## config.mk

```make
export PLATFORM = sky130hd
export DESIGN_NAME = serial_subtractor
export DESIGN_NICKNAME = d
export VERILOG_FILES = /design/src/rtl/serial_subtractor.sv
export SDC_FILE = /design/constraint.sdc
export NUM_CORES = 1
export LEC_CHECK = 0
export ABC_AREA = 1
export ABC_CLOCK_PERIOD_IN_PS = 1300
export CORE_MARGIN = 1
export CORE_UTILIZATION = 30
export DETAILED_ROUTE_END_ITERATION = 6
export SYNTH_ARGS = -nofsm -noshare
export SYNTH_HDL_FRONTEND = slang
export SYNTH_SLANG_ARGS = --single-unit
```

## constraint.sdc

```tcl
create_clock -name clk -period 1.3 [get_ports clk]
set_clock_uncertainty 0.1 [all_clocks]
set_input_delay 0.26 -clock clk [delete_from_list [all_inputs] [get_ports clk]]
set_output_delay 0.26 -clock clk [all_outputs]
set_load 0.005 [all_outputs]
```

## src/rtl/serial_subtractor.sv

```systemverilog
// Bit-serial subtractor: diff = a - b - borrow_in, one bit per clock, LSB first.
// Define SERIAL_SUBTRACTOR_OVERFLOW_EN to build the signed-overflow flag; otherwise overflow is tied to 0.
module serial_subtractor #(
    parameter int WIDTH = 8
) (
    input  logic             clk,
    input  logic             rst_n,
    input  logic             start_valid,
    output logic             start_ready,
    input  logic [WIDTH-1:0] a,
    input  logic [WIDTH-1:0] b,
    input  logic             borrow_in,
    output logic             result_valid,
    input  logic             result_ready,
    output logic [WIDTH-1:0] diff,
    output logic             borrow_out,
    output logic             overflow
);
    localparam int CW = $clog2(WIDTH + 1);

    typedef enum logic [1:0] {
        S_IDLE,
        S_RUN,
        S_DONE
    } state_t;

    state_t           state_q, state_d;
    logic [WIDTH-1:0] a_q, a_d;
    logic [WIDTH-1:0] b_q, b_d;
    logic [WIDTH-1:0] res_q, res_d;
    logic [WIDTH-1:0] diff_q, diff_d;
    logic [CW-1:0]    cnt_q, cnt_d;
    logic             borrow_q, borrow_d;
    logic             borrow_out_q, borrow_out_d;

    logic             ai, bi, di, br_next, last_bit;
    logic [WIDTH:0]   res_ext;
    logic [WIDTH-1:0] res_shift;

    assign ai       = a_q[0];
    assign bi       = b_q[0];
    assign di       = ai ^ bi ^ borrow_q;
    assign br_next  = (~ai & bi) | (~(ai ^ bi) & borrow_q);
    assign last_bit = (cnt_q == CW'(WIDTH - 1));
    // Widened by one bit so the MSB-side shift-in also works for WIDTH=1.
    assign res_ext   = {di, res_q};
    assign res_shift = res_ext[WIDTH:1];

    always_comb begin
        state_d      = state_q;
        a_d          = a_q;
        b_d          = b_q;
        res_d        = res_q;
        diff_d       = diff_q;
        cnt_d        = cnt_q;
        borrow_d     = borrow_q;
        borrow_out_d = borrow_out_q;
        case (state_q)
            S_IDLE: begin
                if (start_valid) begin
                    a_d      = a;
                    b_d      = b;
                    borrow_d = borrow_in;
                    cnt_d    = '0;
                    state_d  = S_RUN;
                end
            end
            S_RUN: begin
                a_d      = a_q >> 1;
                b_d      = b_q >> 1;
                res_d    = res_shift;
                borrow_d = br_next;
                cnt_d    = cnt_q + CW'(1);
                if (last_bit) begin
                    diff_d       = res_shift;
                    borrow_out_d = br_next;
                    state_d      = S_DONE;
                end
            end
            S_DONE: begin
                if (result_ready) begin
                    state_d = S_IDLE;
                end
            end
            default: state_d = S_IDLE;
        endcase
    end

    always_ff @(posedge clk) begin
        if (!rst_n) begin
            state_q      <= S_IDLE;
            a_q          <= '0;
            b_q          <= '0;
            res_q        <= '0;
            diff_q       <= '0;
            cnt_q        <= '0;
            borrow_q     <= 1'b0;
            borrow_out_q <= 1'b0;
        end else begin
            state_q      <= state_d;
            a_q          <= a_d;
            b_q          <= b_d;
            res_q        <= res_d;
            diff_q       <= diff_d;
            cnt_q        <= cnt_d;
            borrow_q     <= borrow_d;
            borrow_out_q <= borrow_out_d;
        end
    end

`ifdef SERIAL_SUBTRACTOR_OVERFLOW_EN
    logic ovf_q;

    // Borrow into the MSB is the borrow register while the last bit is processed.
    always_ff @(posedge clk) begin
        if (!rst_n) begin
            ovf_q <= 1'b0;
        end else if (state_q == S_RUN && last_bit) begin
            ovf_q <= borrow_q ^ br_next;
        end
    end

    assign overflow = ovf_q;
`else
    assign overflow = 1'b0;
`endif

    assign start_ready  = (state_q == S_IDLE);
    assign result_valid = (state_q == S_DONE);
    assign diff         = diff_q;
    assign borrow_out   = borrow_out_q;

endmodule

```

==> flow_metrics.env, run 1 <==
export IMPL_critical_path_startpoint_type="flop"
export IMPL_die_y_um=78
export IMPL_worstPathRequired_ns=0.94
export IMPL_cts_max_path_buffers=2
export IMPL_clkPwrFrac_pct=41.2
export IMPL_met3_length_um=211
export IMPL_yosysSeqAreaShare_pct=45.1
export IMPL_violations="setup timing"
export IMPL_vias=1695
export IMPL_wl_met2_mm=2.10
export IMPL_port_buffers=31
export IMPL_crit_path_cell_trace="inv_4 -> nor2_2 -> buf_2"
export IMPL_hp_class="flop to flop"
export IMPL_rsz0062_at_grt="true"
export IMPL_status="complete, but fails checks"
export IMPL_start_util_pct=31.3
export IMPL_worstPathMaxFanout=3
export IMPL_drive_gt1_share_pct=23.0
export IMPL_register_area_um2=805
export IMPL_slew_violations=0
export IMPL_viasPerCell=4.40
export IMPL_grt_pass1_wl_mm=7.11
export IMPL_syn_area_per_cell_um2=6.72
export IMPL_worstSetupEndpointType="output port"
export IMPL_slowest_stage="dfxtp_4"
export IMPL_h_tree_depth=2
export IMPL_ir_drop_mv=0.444
export IMPL_dr_pass1_iters=4
export IMPL_final_cells=385
export IMPL_power_density_nw_per_um2=1160
export IMPL_grt_usage_pct=15.0
export IMPL_worstPathArrival_ns=0.99
export IMPL_p_comb_share_pct=15.5
export IMPL_multi_input_area_um2=876
export IMPL_drv_cap=0
export IMPL_wl_met1_mm=1.88
export IMPL_switching_share_pct=24.4
export IMPL_numCtsBuffers=5
export IMPL_grt_overflow_total=0
export IMPL_die_w_um=78
export IMPL_diodes=0
export IMPL_fin_nets=335
export IMPL_cts_root_buffer="clkbuf_8"
export IMPL_antenna_found_initial=0
export IMPL_topRoutingLayerUsed="met4"
export IMPL_internal_power_uw=2240
export IMPL_area_growth_syn_to_layout_pct=47.6
export IMPL_ys_ff_latch=39
export IMPL_final_min_clock_period_ns=1.35
export IMPL_p_leak_uw=0.00116
export IMPL_hold_violations=0
export IMPL_place_area_um2=2230
export IMPL_p_switching_uw=724
export IMPL_finalWeightedCongestion=0.766
export IMPL_worstSetupPathType="flop to output port"
export IMPL_fillers=588
export IMPL_clock_latency_ns=0.30
export IMPL_fp_row_count=27
export IMPL_grt_pass1_vias=1573
export IMPL_cts_sinks=39
export IMPL_core_area_um2=5540
export IMPL_place_hpwl_mm=2.92
export IMPL_critPathMaxStageDelay_ns=0.40
export IMPL_dp_cells=371
export IMPL_syn_area_um2=1730
export IMPL_yosys_warnings=0
export IMPL_stdcell_area_um2=2560
export IMPL_syn_nets=281
export IMPL_grt_start_max_net_pins=19
export IMPL_pwr_share_seq_pct=43.3
export IMPL_wl_per_cell_um=11.1
export IMPL_cts_tree="yes"
export IMPL_ant_nets=0
export IMPL_finalSetupViolCount=3
export IMPL_die_area_um2=6080
export IMPL_yosysUniqueCellTypes=18
export IMPL_io_pins=33
export IMPL_clk_pin_slew_ns=0.09
export IMPL_drt_initial_drc_count=89
export IMPL_wl_mm=4.28
export IMPL_postLayoutSetupSlackWorst_ns=-0.0467
export IMPL_drc=0
export IMPL_finalCritPeriodShare_pct=104
export IMPL_fmax_ghz=0.743
export IMPL_postSynthCellCount=258
==> worst paths after layout <==
path	from	end	slack [ns]	depth (start not counted)
worst min register to register	res_q[6]$_SDFFE_PN0P_	res_q[6]$_SDFFE_PN0P_	0.35	2
worst max register to register	a_q[0]$_SDFFE_PN0P_	res_q[7]$_SDFFE_PN0P_	-0.03	5
worst min-delay path	res_q[6]$_SDFFE_PN0P_	res_q[6]$_SDFFE_PN0P_	0.35	2
worst max-delay path	state_q[1]$_SDFFE_PN0P_	result_valid	-0.05	3
==> layer usage <==
metal / track usage, % / vias up
li1: - / 898
met1: 18.7 / 747
met2: 25.0 / 40
met3: 4.12 / 10
met4: 5.00 / 0
met5: 0 / -
==> state kept, by name (all words and copies together) (netlist names) <==
register    flops
cnt_q           4
borrow_out      1
borrow_q        1
res_q           7
diff            8
a_q             8
b_q             8
state_q         2
==> synthesized netlist by cell type <==
| master | n | area [µm²] |
|---|---|---|
| conb_1 | 1 | 3.75 |
| nand2_1 | 64 | 240 |
| clkbuf_1 | 2 | 7.51 |
| nand3_1 | 30 | 150 |
| ha_1 | 1 | 12.5 |
| nor3_1 | 1 | 5.00 |
| o21ai_0 | 10 | 50.1 |
| nand2_2 | 1 | 6.26 |
| buf_4 | 3 | 22.5 |
| dfxtp_1 | 39 | 781 |
| inv_1 | 31 | 116 |
| o21a_1 | 1 | 7.51 |
| nor2_1 | 51 | 191 |
| buf_6 | 1 | 11.3 |
| nor2_2 | 2 | 12.5 |
| fa_1 | 1 | 20.0 |
| a21oi_1 | 13 | 65.1 |
| buf_2 | 6 | 30.0 |
==> cell usage in the layout, fill, tap and decap left out, drive strengths merged, types with 2 or more instances in the layout <==
cell	netlist	layout
a21oi	13	13
buf	10	29
bufinv	0	2
clkbuf	2	5
clkdlybuf4s50	0	19
dfxtp	39	39
dlygate4sd2	0	9
inv	31	31
nand2	65	65
nand3	30	30
nor2	53	54
o21ai	10	10
==> per-stage QoR <==
step | setup TNS (ns) | util [%] | total power (µW) | worst slack, ns | hold slack, ns
3_3_place_gp | -4.46 | 40.3 | 1690 | -0.193 | 0.334
5_1_grt | -0.379 | 46.2 | 3110 | -0.0884 | 0.376
4_1_cts | -0.389 | 43.9 | 2940 | -0.129 | 0.354
3_5_place_dp | -4.87 | 40.3 | 1700 | -0.221 | 0.340
2_1_floorplan | 0 | - | 1530 | 0.0135 | 0.303
6_report | -0.0757 | 46.2 | 2970 | -0.0467 | 0.349
==> critical path, delay by kind of cell, from the launching register on <==
kind,cells,cell delay (ns)
flip-flops,1,0.40
buffers and inverters,2,0.17
AND/OR/NAND/NOR,1,0.12
==> what timing repair did <==
| action | CTS | global route |
|---|---|---|
| hold buffers | 0 | 0 |
| setup buffers | 2 | 4 |
| setup endpoints to repair | 48 | 39 |
| gates cloned | 1 | 0 |
| pin swaps | 2 | 6 |
| gates resized for setup | 45 | 29 |
==> power by group through the flow <==
stage	Combinational [µW]	Clock, µW	Sequential, µW
2_1_floorplan	230	0	1300
3_3_place_gp	385	0	1310
3_5_place_dp	391	0	1310
4_1_cts	418	1240	1280
5_1_grt	516	1300	1290
6_report	460	1220	1280
==> kinds of logic (layout without fill, tap and decap cells) <==
group	after synthesis	after routing	share of synthesized area (%)
compound gates	24	24	7.08
fa+ha+maj	2	2	1.88
buf+inv	43	97	10.8
flops	39	39	45.1
other cells	1	1	0.216
simple gates	149	150	34.9
==> layout make-up <==
| class | instances | share of cell area (%) |
|---|---|---|
| Multi-Input combinational cell | 177 | 34.2 |
| Sequential cell | 39 | 31.5 |
| Timing Repair Buffer | 58 | 20.8 |
| Inverter | 31 | 4.65 |
| Tap cell | 72 | 3.52 |
| Clock buffer | 5 | 2.69 |
| Clock inverter | 3 | 2.64 |
Note: power is estimated with default switching activity, not from simulation.
==> run 2, diff against run 1 <==
- CAP_MARGIN: not set -> 20
- GPL_TIMING_DRIVEN: not set -> 0
- SLEW_MARGIN: not set -> 10
==> run 2 against run 1 <==
Net effect: die area unchanged; flip-flop and latch count is the same; global-route usage grew 0.41 points; sequential power is essentially flat; total power down 13%; setup slack got worse by 0.078 ns; combinational power rose by 4.3%; via count up 0.29%; register-to-register slack lost 0.04 ns; hold slack worse by 0.19 ns; the flow still finishes with violations (setup timing); core utilization is 0.47 points lower; maximum frequency down 5.5%.
==> flow_metrics.env, run 2 (synthesis results as in run 1) <==
export IMPL_worstPathRequired_ns=0.94
export IMPL_postLayoutSetupSlackWorst_ns=-0.124
export IMPL_final_min_clock_period_ns=1.42
export IMPL_p_leak_uw=0.00116
export IMPL_finalWeightedCongestion=0.732
export IMPL_cpMostUsedCell="buf_6"
export IMPL_place_area_um2=2120
export IMPL_reg2regPathDepth=9
export IMPL_grt_usage_pct=15.4
export IMPL_cts_max_path_buffers=2
export IMPL_cpLargestDelayFamily="flip-flops"
export IMPL_diodes=0
export IMPL_h_tree_depth=2
export IMPL_die_w_um=78
export IMPL_fmax_ghz=0.702
export IMPL_die_y_um=78
export IMPL_drive_gt1_share_pct=25.9
export IMPL_pre_cts_ws_ns=-0.469
export IMPL_numCtsBuffers=5
export IMPL_rr_startpoint="state_q[0]$_SDFFE_PN0P_"
export IMPL_rsz0062_at_grt="true"
export IMPL_final_common_cell="nand2_1"
export IMPL_die_area_um2=6080
export IMPL_area_growth_syn_to_layout_pct=46.1
export IMPL_clk_pin_slew_ns=0.07
export IMPL_clock_latency_ns=0.29
export IMPL_worstSetupPathType="flop to output port"
export IMPL_reg2reg_slack_ns=-0.07
export IMPL_wl_mm=4.51
export IMPL_grt_start_max_net_pins=12
export IMPL_cts_root_buffer="clkbuf_8"
export IMPL_vias=1700
export IMPL_grt_pass1_vias=1585
export IMPL_grt_pass1_wl_mm=7.18
export IMPL_grt_overflow_total=0
export IMPL_r2r_end="cnt_q[3]$_SDFFE_PN0P_"
export IMPL_worstPathArrival_ns=1.06
export IMPL_power_density_nw_per_um2=1010
export IMPL_antenna_found_initial=0
export IMPL_crit_path_cell_trace="buf_6 -> nor2_4 -> buf_6 -> buf_6"
export IMPL_hold_buffers=0
export IMPL_fin_nets=335
export IMPL_worstPathMaxFanout=2
export IMPL_critical_path_startpoint_type="flop"
export IMPL_finalSetupViolCount=24
export IMPL_core_area_um2=5540
export IMPL_finalCritPeriodShare_pct=110
export IMPL_violations="setup timing"
export IMPL_critPathMaxStageDelay_ns=0.33
export IMPL_dr_pass1_iters=4
export IMPL_slowest_stage="dfxtp_2"
export IMPL_worstSetupEndpointType="output port"
export IMPL_hold_path_depth=3
export IMPL_max_slew_margin_pct=66.4
export IMPL_ant_nets=0
export IMPL_worstMarginPinSlew_ns=0.504
export IMPL_cts_tree="yes"
export IMPL_slew_violations=0
export IMPL_fp_row_count=27
export IMPL_start_util_pct=31.3
export IMPL_wl_per_cell_um=11.7
export IMPL_ir_drop_mv=0.368
export IMPL_cts_sinks=39
export IMPL_drv_cap=0
export IMPL_stdcell_area_um2=2530
export IMPL_drt_initial_drc_count=115
export IMPL_place_hpwl_mm=2.76
export IMPL_io_pins=33
export IMPL_viasPerCell=4.42
export IMPL_port_buffers=29
export IMPL_hp_class="primary input to flop"
export IMPL_utilization_pct=45.7
export IMPL_status="complete, but fails checks"
export IMPL_hold_violations=0
export IMPL_final_cell_mix="49 x nand2_1, 48 x nor2_1, 29 x nand3_1, 28 x dfxtp_1, 26 x inv_1"
export IMPL_drc=0
export IMPL_worstPathBufferInverterCount=3
export IMPL_hold_path_endpoint="res_q[3]$_SDFFE_PN0P_"
export IMPL_hold_start="rst_n"
[run 2: changes by cell type in the layout (fill, tap and decap cells not counted), sizes merged]
cell           delta
clkinv            +1
nand2             +1
clkdlybuf4s50     -1
nor2              -1
bufinv            -2
clkbuf            +4
dlymetal6s2s      -1
clkinvlp          -1
[run 2: per-layer routing]
metal  global-route usage (%)  share of wire [%]  wire length [µm]
met1                     17.7                 43              1950
met2                     27.4                 51              2320
met3                     4.00                3.5               156
met4                     5.56                2.0                89
met5                        0                  0                 0
[run 2: cell type report]
cell class / count / area [µm²]
Clock buffer: 7 / 76.3
Buffer: 12 / 87.6
Timing Repair Buffer: 46 / 430
Tap cell: 72 / 90.1
Sequential cell: 39 / 802
Inverter: 31 / 121
Clock inverter: 1 / 5.00
Fill cell: 592 / 3010
Multi-Input combinational cell: 177 / 918
[run 2: power breakdown]
part           switching [µW]  leakage [µW]  internal, µW  total [µW]
Clock                     422     0.0000422           377         799
Combinational             255      0.000794           225         480
Sequential               34.8      0.000324          1250        1290
[run 2: timing repair]
item / in CTS / in global routing
gates resized for setup: 51 / 43
buffers inserted: 10 / 6
gates cloned: 1 / 1
pin swaps: 8 / 17
endpoints found under the setup margin: 41 / 35
[run 2: worst register-to-register path: stages, from the launching register on]
cell     delay [ns]
dfxtp_4        0.40
buf_6          0.12
inv_4          0.03
nor2_4         0.14
buf_6          0.14
buf_12         0.12
nand2_4        0.06
nand2_2        0.07
nand2_2        0.04
nor2_1         0.10
[run 2: worst max path at each step]
stage / from / end / slack [ns] / cells past startpoint
floorplan: b_q[0]$_SDFFE_PN0P_ / diff[7]$_SDFFE_PN0P_ / 0.01 / 6
global placement: state_q[0]$_SDFFE_PN0P_ / start_ready / -0.48 / 3
detailed placement: state_q[0]$_SDFFE_PN0P_ / start_ready / -0.47 / 3
CTS: state_q[1]$_SDFFE_PN0P_ / start_ready / -0.13 / 4
global route: state_q[1]$_SDFFE_PN0P_ / start_ready / -0.16 / 4
finish: state_q[1]$_SDFFE_PN0P_ / start_ready / -0.12 / 4
[run 2: through the flow]
step                      cells  hold WS (ns)  total power (µW)  setup TNS [ns]
after floorplan             258         0.303              1530               0
final                       385         0.164              2570          -0.783
after global routing        385         0.175              2690           -3.19
after global placement      359         0.337              1660           -4.53
after CTS                   378         0.158              2520          -0.197
after detailed placement    359         0.342              1670           -4.87
==> run 3, diff against run 2 <==
- CAP_MARGIN: 20 -> not set
- SLEW_MARGIN: 10 -> 25
==> results of run 3 <==
No change in the layout: final DEF, timing and power equal those of run 2.
